$ cat src/rtl/demux_1to4_64bit.sv
// Registered 1-to-N demultiplexer: one valid/ready input stream is steered by a
// per-word tag into N one-entry output channels, each with its own handshake.

module demux_chan #(
  parameter int WIDTH     = 64,
  parameter int CNT_WIDTH = 16
) (
  input  logic                 clk,
  input  logic                 rst,
  input  logic                 flush,
  input  logic                 load,
  input  logic [WIDTH-1:0]     din,
  input  logic                 ready,
  output logic                 valid,
  output logic [WIDTH-1:0]     data,
  output logic [CNT_WIDTH-1:0] cnt
);
  // load never coincides with flush because in_ready is gated by flush upstream
  always_ff @(posedge clk or posedge rst) begin
    if (rst) begin
      valid <= 1'b0;
      data  <= '0;
      cnt   <= '0;
    end else begin
      if (load) begin
        data <= din;
        cnt  <= cnt + CNT_WIDTH'(1);
      end
      if (flush)      valid <= 1'b0;
      else if (load)  valid <= 1'b1;
      else if (ready) valid <= 1'b0;
    end
  end
endmodule

module demux_1to4_64bit #(
  parameter int WIDTH     = 64,
  parameter int SEL_WIDTH = 2,
  parameter int NUM_OUT   = 4,
  parameter int CNT_WIDTH = 16
) (
  input  logic                           clk,
  input  logic                           rst,
  input  logic                           flush,
  input  logic [WIDTH-1:0]               in_data,
  input  logic [SEL_WIDTH-1:0]           in_sel,
  input  logic                           in_valid,
  output logic                           in_ready,
  output logic [NUM_OUT*WIDTH-1:0]       out_data,
  output logic [NUM_OUT-1:0]             out_valid,
  input  logic [NUM_OUT-1:0]             out_ready,
  output logic [NUM_OUT*CNT_WIDTH-1:0]   acc_cnt
);
  logic [NUM_OUT-1:0][WIDTH-1:0]     data_q;
  logic [NUM_OUT-1:0][CNT_WIDTH-1:0] cnt_q;
  logic [NUM_OUT-1:0]                vld_q;
  logic [NUM_OUT-1:0]                load;
  logic                              in_fire;

  // Only the addressed channel gates the input; other stalls are invisible here
  assign in_ready = !flush && (!vld_q[in_sel] || out_ready[in_sel]);
  assign in_fire  = in_valid && in_ready;

  for (genvar k = 0; k < NUM_OUT; k++) begin : g_chan
    assign load[k] = in_fire && (in_sel == SEL_WIDTH'(k));
    demux_chan #(.WIDTH(WIDTH), .CNT_WIDTH(CNT_WIDTH)) u_chan (
      .clk   (clk),
      .rst   (rst),
      .flush (flush),
      .load  (load[k]),
      .din   (in_data),
      .ready (out_ready[k]),
      .valid (vld_q[k]),
      .data  (data_q[k]),
      .cnt   (cnt_q[k])
    );
  end

  assign out_valid = vld_q;
  assign out_data  = data_q;
  assign acc_cnt   = cnt_q;
endmodule

$ cat config.mk
export PLATFORM = sky130hd
export DESIGN_NAME = demux_1to4_64bit
export DESIGN_NICKNAME = d
export VERILOG_FILES = /design/src/rtl/demux_1to4_64bit.sv
export SDC_FILE = /design/constraint.sdc
export NUM_CORES = 1
export LEC_CHECK = 0
export BUFFER_PORTS_ARGS = -buffer_cell sky130_fd_sc_hd__buf_2
export CELL_PAD_IN_SITES_DETAIL_PLACEMENT = 1
export CELL_PAD_IN_SITES_GLOBAL_PLACEMENT = 2
export CORE_MARGIN = 3
export CORE_UTILIZATION = 24
export CTS_BUF_LIST = sky130_fd_sc_hd__clkbuf_16
export CTS_CLUSTER_SIZE = 14
export DETAILED_ROUTE_END_ITERATION = 8
export PLACE_DENSITY_LB_ADDON = 0.1
export SYNTH_ARGS = -nofsm -noshare
export SYNTH_HDL_FRONTEND = slang
export SYNTH_SLANG_ARGS = --single-unit
$ cat constraint.sdc
create_clock -name clk -period 22.7 [get_ports clk]
set_clock_uncertainty 0.15 [all_clocks]
set_input_delay 4.54 -clock clk [delete_from_list [all_inputs] [get_ports clk]]
set_output_delay 4.54 -clock clk [all_outputs]
set_load 0.03 [all_outputs]
==> qor.yml, run 1 <==
yosys_warnings: 0
htree_levels: 2
clock-sinks: 324
ys_types: 34
end_kind: "primary output"
crit_path_max_fanout: 5
core-area_um2: 51700
status: "complete, no violations"
syn_inst: 823
fp.dieW_um: 236
whs_ns: 0.310
syn-cell-area_um2: 12700
criticalPathCategory: "input pin to primary output"
grt_max_degree: 101
drt_first_iter_violations: 250
hold_depth: 1
fin_crit_sh_pct: 45.4
rows: 83
finalSetupTns_ns: 0
syn_nets: 901
place_hpwl_um: 28500
fill_cells: 5615
hp-class: "flip-flop to flip-flop"
post-route-min-period_ns: 10.30
synth-seq-cells: 324
cp-start-kind: "input pin"
synth_common_cells: "324 x dfrtp_1, 259 x mux2_2, 38 x xnor2_1, 22 x nand3_1, 22 x xor2_1"
synth_edf_count: 0
cts_buffers: 41
antenna_found_initial: 4
power.density_nw_per_um2: 115
vias: 8367
nets: 1311
initial_core_util_pct: 24.5
synth-seq-area-share_pct: 64.0
clock_path_buffers: 3
finalWirelength_um: 41500
cts_resized: 0
slowest_delay_ns: 0.46
grt_pass1_vias: 9314
worst_slew_pin_slew_ns: 1.14
wl_per_cell_um: 21.4
remaining_drc_errors: 0
pin_count: 399
synth_top_cell_area_share_pct: 64.0
cpMaxStageDelayCell: "mux4_2"
slew_viol_final: 0
grt_pass1_wl_um: 62800
via_per_inst: 4.31
drtPass1Iterations: 4
tritoncts: "built"
syn2layout_area_growth_pct: 30.6
clk_pin_slew_ns: 0.05
synth_top_area_cell: "dfrtp_1"
gp_congestion: 0.736
drv_cap: 0
seqCellArea_um2: 8110
synth-async-reset-ratio_pct: 100
setup_violations: 0
yosysMostFrequentCell: "dfrtp_1"
port_buffers: 398
max-vdd-ir-drop_v: 0.0000632
overflow: 0
dp_cells: 1870
cts.hold.buffers_added: 0
rsz0062_at_grt: "false"
synth.area.top_cells: "dfrtp_1 64%, mux2_2 23%, xnor2_1 2.6%, xor2_1 1.5%, nand3_1 0.87%"
root_buffer: "clkbuf_16"
track_usage_pct: 14.7
hold_violations: 0
power.static_leakage_nw: 8.01
required_ns: 18.01
crit_arrival_ns: 5.61
ys.flop_type: "dfrtp_1"
die_area_um2: 55600
ff2ff_path_depth: 5
slew_headroom_pct: 23.9
max_freq_mhz: 97.1
multi_input_area_um2: 4280
worstPathCellList: "buf_2, nand2b_1, inv_1, mux4_2, nor2_1, buf_2"
ant_nets: 0
power_mw: 1.90
drive_gt1_share_pct: 57.3
postCtsSetupBuffers: 0
syn_area_per_cell_um2: 15.4
clk_latency_ns: 0.55
crit_top_cell: "buf_2"
die_h_um: 236
final_cells: 1942
==> critical path, delay by kind of cell <==
family | cells | cell delay (ns)
mux | 1 | 0.46
buf+inv | 3 | 0.34
simple gates | 2 | 0.27
==> sequential cells by signal (all words and copies together) (netlist names) <==
register             flops
g_chan.u_chan.data     256
g_chan.u_chan.cnt       64
g_chan.u_chan.valid      4
==> kinds of logic (layout without fill, tap and decap cells) <==
family,count (synthesis),in the layout,synth area share (%)
adder cells (fa/ha/maj),4,4,0.395
other,0,1,0
XOR/XNOR,60,60,4.15
flip-flops,324,324,64.0
AND/OR/NAND/NOR,121,121,5.67
buffers and inverters,50,488,2.34
multiplexers,260,260,23.2
AO/OA/AOI/OAI,4,4,0.217
==> path summary, 6_finish.rpt <==
path	startpoint	end	slack (ns)
setup / recovery	out_ready[1]	in_ready	12.40
hold / removal	g_chan[1].u_chan.cnt[15]	g_chan[1].u_chan.cnt[15]	0.31
setup reg to reg	g_chan[0].u_chan.valid	g_chan[0].u_chan.data[36]	20.11
hold reg to reg	g_chan[1].u_chan.cnt[15]	g_chan[1].u_chan.cnt[15]	0.31
max in group asynchronous	rst	g_chan[2].u_chan.data[23]	15.54
min in group asynchronous	rst	g_chan[2].u_chan.cnt[15]	3.93
==> layer usage <==
metal | track usage [%] | wire [µm] | vias up
li1 | - | - | 3714
met2 | 25.0 | 20700 | 209
met4 | 3.98 | 775 | 6
met3 | 5.34 | 3050 | 60
met1 | 17.6 | 17000 | 4378
met5 | 0 | 36 | -
==> placed cells by master (no fill, tap or decap), types with 4 or more instances in the layout <==
cell	count
nor2_1	10
xnor2_1	38
nand2_1	19
buf_4	9
inv_1	21
clkbuf_16	41
xor2_1	22
nor3_1	12
nor2b_1	4
nor4_1	4
and4_1	5
ha_1	4
nand3_1	21
buf_2	398
nand4_1	17
and3_1	9
dfrtp_1	324
mux2_2	259
clkinv_1	13
==> stage by stage <==
step                area, µm²  utilization [%]  setup WS, ns
floorplan               12700                -          9.04
global placement        15300             29.7         12.38
detailed placement      15300             29.7         12.39
CTS                     16500             32.0         12.39
global route            16500             32.0         12.29
finish                  16500             32.0         12.40
==> power breakdown <==
part | switching, mW | total (mW) | internal [mW]
Combinational | 0.377 | 0.549 | 0.172
Sequential | 0.0671 | 0.760 | 0.693
Clock | 0.253 | 0.591 | 0.338
==> final cells by class <==
type | instances | share of cell area (%)
Sequential cell | 324 | 49.0
Multi-Input combinational cell | 449 | 25.9
Timing Repair Buffer | 407 | 12.4
Clock buffer | 41 | 6.20
Tap cell | 680 | 5.14
Clock inverter | 30 | 1.03
Inverter | 10 | 0.272
Antenna cell | 1 | 0.0151
No activity file was read; power rests on OpenSTA's default activity.
==> run 2, diff against run 1 <==
- ABC_AREA: unset -> 1
- clock period: 22.7 -> 8.66 ns (I/O delays scaled with it)
==> run 2 against run 1 <==
Effect of this change: global-route usage up 2.7 points; worst setup slack got worse by 8.4 ns; largest power group unchanged; clock-buffer cell count increased by 4; sequential share of layout area shrank 3.3 points; critical path depth is 2 higher; synthesized cell count increased by 100%; non-clock buffer count rose by 2; clock power grew to 2.8 times the previous value; first-iteration DRC count grew 98%.
==> qor.yml, run 2 <==
slowest_delay_ns: 0.25  # was 0.46 ns
initial_core_util_pct: 24.5  # about the same
postCtsSetupBuffers: 0  # unchanged
layout_commonest_cell: "nand2_1"  # was buf_2
antenna_found_initial: 7  # was 4
crit_path_max_fanout: 8  # was 5
yosysMostFrequentCell: "nand2_1"  # was dfrtp_1
placed_area_um2: 16400  # was 15300 µm²
clock-sinks: 324  # unchanged
syn2layout_area_growth_pct: 27.5  # was 30.6%
ys.flop_type: "dfrtp_1"  # unchanged
end_kind: "primary output"  # unchanged
fill_cells: 6883  # was 5615
post-route-min-period_ns: 4.62
clk_latency_ns: 0.55  # about the same
grt_pass1_wl_um: 81600  # was 62800 µm
htree_levels: 2  # unchanged
cpMaxStageDelayCell: "buf_2"  # was mux4_2
drive_gt1_share_pct: 22.8  # was 57.3%
clock_path_buffers: 3  # unchanged
tritoncts: "built"  # unchanged
place_hpwl_um: 35800  # was 28500 µm
synth.area.top_cells: "dfrtp_1 58%, nand2_1 29%, buf_6 2.7%, xor2_1 1.7%, inv_1 1.3%"  # was dfrtp_1 64%, mux2_2 23%, xnor2_1 2.6%, xor2_1 1.5%, nand3_1 0.87%
drt_first_iter_violations: 494  # was 250
status: "complete, no violations"  # unchanged
finalSetupTns_ns: 0  # unchanged
yosys_warnings: 0  # unchanged
synth_top_cell_area_share_pct: 58.3  # was 64.0%
fin_ws_ns: 4.04  # was 12.40 ns
required_ns: 6.78  # was 18.01 ns
largest_reg_flops: 256  # unchanged
crit_arrival_ns: 2.74  # was 5.61 ns
die_area_um2: 60900  # was 55600 µm²
synth_edf_count: 0  # unchanged
cts_resized: 0  # unchanged
fp.dieW_um: 247  # was 236 µm
crit_buf_inv: 3  # unchanged
crit_family: "buffers and inverters"  # was multiplexers
synth-seq-cells: 324  # unchanged
drv_cap: 0  # unchanged
slew_headroom_pct: 34.5  # was 23.9%
final_cell_mix: "1058 x nand2_1, 398 x buf_2, 324 x dfrtp_1"  # was 398 x buf_2, 324 x dfrtp_1, 259 x mux2_2
power.density_nw_per_um2: 281  # was 115 nW/µm²
post-place-ws_ns: 3.99  # was 12.39 ns
syn_inst: 1663  # was 823
syn_nets: 1741  # was 901
remaining_drc_errors: 0  # unchanged
cts_buffers: 43  # was 41
rows: 87  # was 83
hold_violations: 0  # unchanged
regMostFlops: "g_chan.u_chan.data"  # unchanged
core-area_um2: 56800  # was 51700 µm²
root_buffer: "clkbuf_16"  # unchanged
ys_types: 23  # was 34
ant_nets: 0  # unchanged
seqCellArea_um2: 8110  # unchanged
multi_input_area_um2: 5090  # was 4280 µm²
worstPathCellList: "buf_2, inv_1, nand2_1, nand2_1, nand2_1, nand2_1, a21oi_1, buf_2"  # was buf_2, nand2b_1, inv_1, mux4_2, nor2_1, buf_2
grt_pass1_vias: 12827  # was 9314
max-vdd-ir-drop_v: 0.000111  # was 0.0000632 V
via_per_inst: 4.27  # was 4.31
vias: 12101  # was 8367
clk_pin_slew_ns: 0.06  # was 0.05 ns
syn-cell-area_um2: 13900  # was 12700 µm²
cp-start-kind: "input pin"  # unchanged
overflow: 0  # unchanged
gp_congestion: 0.739  # was 0.736
synth_common_cells: "1058 x nand2_1, 324 x dfrtp_1, 49 x inv_1, 43 x nor2_1, 33 x buf_6"  # was 324 x dfrtp_1, 259 x mux2_2, 38 x xnor2_1, 22 x nand3_1, 22 x xor2_1
synth_top_area_cell: "dfrtp_1"  # unchanged
crit_top_cell: "nand2_1"  # was buf_2
finalInstanceArea_um2: 17700  # was 16500 µm²
fin_crit_sh_pct: 53.3
utilization_pct: 31.2  # was 32.0%
synth-async-reset-ratio_pct: 100  # unchanged
power.static_leakage_nw: 10.1  # was 8.01 nW
hp-class: "flip-flop to flip-flop"  # unchanged
reg.largest.list: "g_chan.u_chan.data: 256 flops, g_chan.u_chan.cnt: 64 flops, g_chan.u_chan.valid: 4 flops"  # unchanged
slew_viol_final: 0  # unchanged
cts.hold.buffers_added: 0  # unchanged
worst_slew_pin_slew_ns: 0.982  # was 1.14 ns
track_usage_pct: 17.5  # was 14.7%
die_h_um: 247  # was 236 µm
synth-seq-area-share_pct: 58.3  # was 64.0%
syn_area_per_cell_um2: 8.37  # was 15.4 µm²
nets: 2125  # was 1311
pin_count: 399  # unchanged
wl_per_cell_um: 18.9  # was 21.4 µm
drtPass1Iterations: 4  # unchanged
port_buffers: 398  # unchanged
criticalPathCategory: "input pin to primary output"  # unchanged
setup_violations: 0  # unchanged
max_freq_mhz: 217
rsz0062_at_grt: "false"  # unchanged
finalWirelength_um: 53700  # was 41500 µm
grt_max_degree: 154  # was 101
==> run 2: cell count changes after synthesis, moves of 6 or more <==
cell | before | now
buf_6 | 7 | 33
nand2_1 | 19 | 1058
inv_1 | 10 | 49
mux2_2 | 259 | 0
buf_2 | 21 | 32
nand3_1 | 22 | 28
and3_1 | 10 | 0
xnor2_1 | 38 | 17
nand4_1 | 17 | 8
nor2_1 | 10 | 43
==> run 2: cell type report <==
type                       instances  area share [%]
sequential                       324            45.7
multi-input combinational       1219            28.7
timing repair buffer             409            11.8
clock buffer                      45            6.34
tap                              756            5.33
inverter                          50            1.08
clock inverter                    33            1.05
antenna                            1          0.0141
==> run 2: routing by layer <==
metal  wire length, µm  track usage [%]  part of all wire, %  up-vias
met5                69                0                 0.13        -
met4               950             4.06                  1.8       12
met3              3930             5.56                  7.3       66
met2             24300             27.9                   45      270
met1             24400             23.1                   46     5955
li1                  -                -                    -     5798
==> run 2: worst paths after layout <==
kind                       cells past startpoint                         to                     start  slack (ns)
setup / recovery                               8                   in_ready                 in_sel[0]        4.04
hold / removal                                 2   g_chan[2].u_chan.data[4]  g_chan[2].u_chan.data[4]        0.32
setup reg to reg                              10   g_chan[2].u_chan.data[0]    g_chan[3].u_chan.valid        5.79
hold reg to reg                                2   g_chan[2].u_chan.data[4]  g_chan[2].u_chan.data[4]        0.32
max in group asynchronous                      4   g_chan[3].u_chan.data[1]                       rst        5.80
min in group asynchronous                      3  g_chan[0].u_chan.data[14]                       rst        1.20
==> run 2: through the flow <==
stage / instances / hold slack, ns / power, mW
after floorplan: 1663 / 0.368 / 2.83
after global placement: 2758 / 0.307 / 3.34
after detailed placement: 2758 / 0.310 / 3.36
after CTS: 2836 / 0.326 / 5.09
after global routing: 2836 / 0.345 / 5.28
final: 2837 / 0.320 / 4.99
==> run 2: kinds of logic after synthesis <==
| family | share of synthesized area (%) |
|---|---|
| flip-flops | 58.3 |
| adder cells (fa/ha/maj) | 0.360 |
| AO/OA/AOI/OAI | 0.324 |
| buffers and inverters | 5.42 |
| AND/OR/NAND/NOR | 32.9 |
| XOR/XNOR | 2.77 |
==> run 2: worst min-delay path: cells and delay by family (launching register included) <==
| family | cells | cell delay (ns) |
|---|---|---|
| flops | 1 | 0.33 |
| simple gates | 2 | 0.10 |
==> run 2: report_power, final <==
| part | leakage (nW) | internal (mW) | total [mW] | switching (mW) |
|---|---|---|---|---|
| sequential | 4.15 | 1.79 | 1.96 | 0.174 |
| combinational | 5.24 | 0.341 | 1.34 | 1.00 |
| clock | 0.687 | 0.990 | 1.68 | 0.690 |
==> run 3, diff against run 2 <==
- clock period: 8.66 -> 4.53 ns (I/O delays scaled with it)
==> run 3 against run 2 <==
Effect of this change: cell count increased by 0.14%; critical endpoint unchanged; register-to-register slack got worse by 3.8 ns; clock power increased by 87%; routed wire length increased by 0.15%; total power increased by 90%; largest cell class unchanged; via count about the same; clock-buffer cell count decreased by 2; critical path depth unchanged; cell area increased by 0.46%; worst setup slack got worse by 2.5 ns; combinational power increased by 93%; sequential power increased by 92%; largest power group unchanged.
==> qor.yml, run 3 (synthesis gave the netlist of run 2 again) <==
initial_core_util_pct: 24.5  # unchanged
post-place-ws_ns: 1.03  # was 3.99 ns
required_ns: 3.47  # was 6.78 ns
crit_top_cell: "nand2_1"  # unchanged
die_area_um2: 60900  # unchanged
layout_commonest_cell: "nand2_1"  # unchanged
postCtsSetupBuffers: 0  # unchanged
hp-class: "input pin to async pin"  # was flip-flop to flip-flop
core-area_um2: 56800  # unchanged
post-route-min-period_ns: 3.03
final_cell_mix: "1058 x nand2_1, 398 x buf_2, 324 x dfrtp_1"  # unchanged
end_kind: "primary output"  # unchanged
cts_buffers: 41  # was 43
final_cells: 2841  # was 2837
hold_violations: 0  # unchanged
drtPass1Iterations: 4  # unchanged
via_per_inst: 4.26  # was 4.27
pin_count: 399  # unchanged
htree_levels: 2  # unchanged
worst_slew_pin_slew_ns: 1.03  # was 0.982 ns
worstPathCellList: "buf_2, inv_1, nand2_1, nand2_1, nand2_1, nand2_1, a21oi_1, buf_2"  # unchanged
die_h_um: 247  # unchanged
syn2layout_area_growth_pct: 28.1  # was 27.5%
fin_ws_ns: 1.50  # was 4.04 ns
drive_gt1_share_pct: 23.1  # was 22.8%
cp-start-kind: "input pin"  # unchanged
fill_cells: 6908  # was 6883
cpMaxStageDelayCell: "buf_2"  # unchanged
gp_congestion: 0.753  # was 0.739
port_buffers: 398  # unchanged
wl_per_cell_um: 18.9  # about the same
overflow: 0  # unchanged
antenna_found_initial: 7  # unchanged
clock-sinks: 324  # unchanged
largest_reg_flops: 256  # unchanged
power.density_nw_per_um2: 532  # was 281 nW/µm²
slew_headroom_pct: 31.1  # was 34.5%
reg.largest.list: "g_chan.u_chan.data: 256 flops, g_chan.u_chan.cnt: 64 flops, g_chan.u_chan.valid: 4 flops"  # unchanged
vias: 12094  # was 12101
remaining_drc_errors: 0  # unchanged
root_buffer: "clkbuf_16"  # unchanged
power.static_leakage_nw: 10.1  # about the same
track_usage_pct: 17.6  # was 17.5%
cts.hold.buffers_added: 0  # unchanged
rows: 87  # unchanged
max_freq_mhz: 330
nets: 2130  # was 2125
status: "complete, no violations"  # unchanged
grt_max_degree: 100  # was 154
drv_cap: 0  # unchanged
fp.dieW_um: 247  # unchanged
finalWirelength_um: 53800  # was 53700 µm
tritoncts: "built"  # unchanged
grt_pass1_vias: 12873  # was 12827
clk_pin_slew_ns: 0.06  # about the same
crit_path_max_fanout: 8  # unchanged
power_mw: 9.48  # was 4.99 mW
fin_crit_sh_pct: 66.8
dp_cells: 2765  # was 2758
ant_nets: 0  # unchanged
multi_input_area_um2: 5090  # unchanged
regMostFlops: "g_chan.u_chan.data"  # unchanged
slew_viol_final: 0  # unchanged
clk_latency_ns: 0.55  # about the same
slowest_delay_ns: 0.27  # was 0.25 ns
criticalPathCategory: "input pin to primary output"  # unchanged
seqCellArea_um2: 8110  # unchanged
crit_arrival_ns: 1.97  # was 2.74 ns
place_hpwl_um: 36900  # was 35800 µm
rsz0062_at_grt: "false"  # unchanged
grt_pass1_wl_um: 82200  # was 81600 µm
max-vdd-ir-drop_v: 0.000250  # was 0.000111 V
clock_path_buffers: 3  # unchanged
setup_violations: 0  # unchanged
drt_first_iter_violations: 481  # was 494
finalSetupTns_ns: 0  # unchanged
cts_resized: 0  # unchanged
## run 3: area by class of cell
type	instances	area share [%]
multi-input combinational	1219	28.5
inverter	50	1.07
tap	756	5.31
clock buffer	43	6.04
sequential	324	45.5
timing repair buffer	416	12.5
antenna	1	0.0140
clock inverter	32	1.07
## run 3: worst paths after layout
| check | from | end | slack (ns) | depth (start not counted) |
|---|---|---|---|---|
| max | in_sel[0] | in_ready | 1.50 | 8 |
| min in group clk | g_chan[1].u_chan.data[42] | g_chan[1].u_chan.data[42] | 0.32 | 2 |
| min | rst | g_chan[3].u_chan.data[13] | 0.32 | 2 |
| max reg2reg | g_chan[2].u_chan.valid | g_chan[1].u_chan.cnt[2] | 1.95 | 9 |
| min reg2reg | g_chan[1].u_chan.data[42] | g_chan[1].u_chan.data[42] | 0.32 | 2 |
| max in group asynchronous | rst | g_chan[1].u_chan.cnt[8] | 2.76 | 3 |
## run 3: power breakdown
part	internal [mW]	leakage, nW	switching, mW
combinational	0.660	5.30	1.92
sequential	3.42	4.15	0.336
clock	1.82	0.668	1.32
## run 3: critical path, delay by kind of cell
| family | cells | cell delay, ns |
|---|---|---|
| AND/OR/NAND/NOR | 4 | 0.26 |
| buffers and inverters | 3 | 0.56 |
| AO/OA/AOI/OAI | 1 | 0.24 |
## run 3: per-layer routing
| layer | global-route usage (%) | wire length (µm) | vias to the layer above |
|---|---|---|---|
| met1 | 23.5 | 24000 | 5928 |
| met4 | 3.68 | 817 | 12 |
| met5 | 0 | 74 | - |
| li1 | - | - | 5808 |
| met2 | 28.1 | 24500 | 282 |
| met3 | 5.42 | 4350 | 64 |
## run 3: through the flow
stage               hold WS [ns]  util, %  cell area, µm²
floorplan                  0.368        -           13900
global placement           0.307     29.1           16600
detailed placement         0.311     29.1           16600
CTS                        0.301     31.4           17800
global route               0.342     31.4           17800
finish                     0.319     31.4           17800
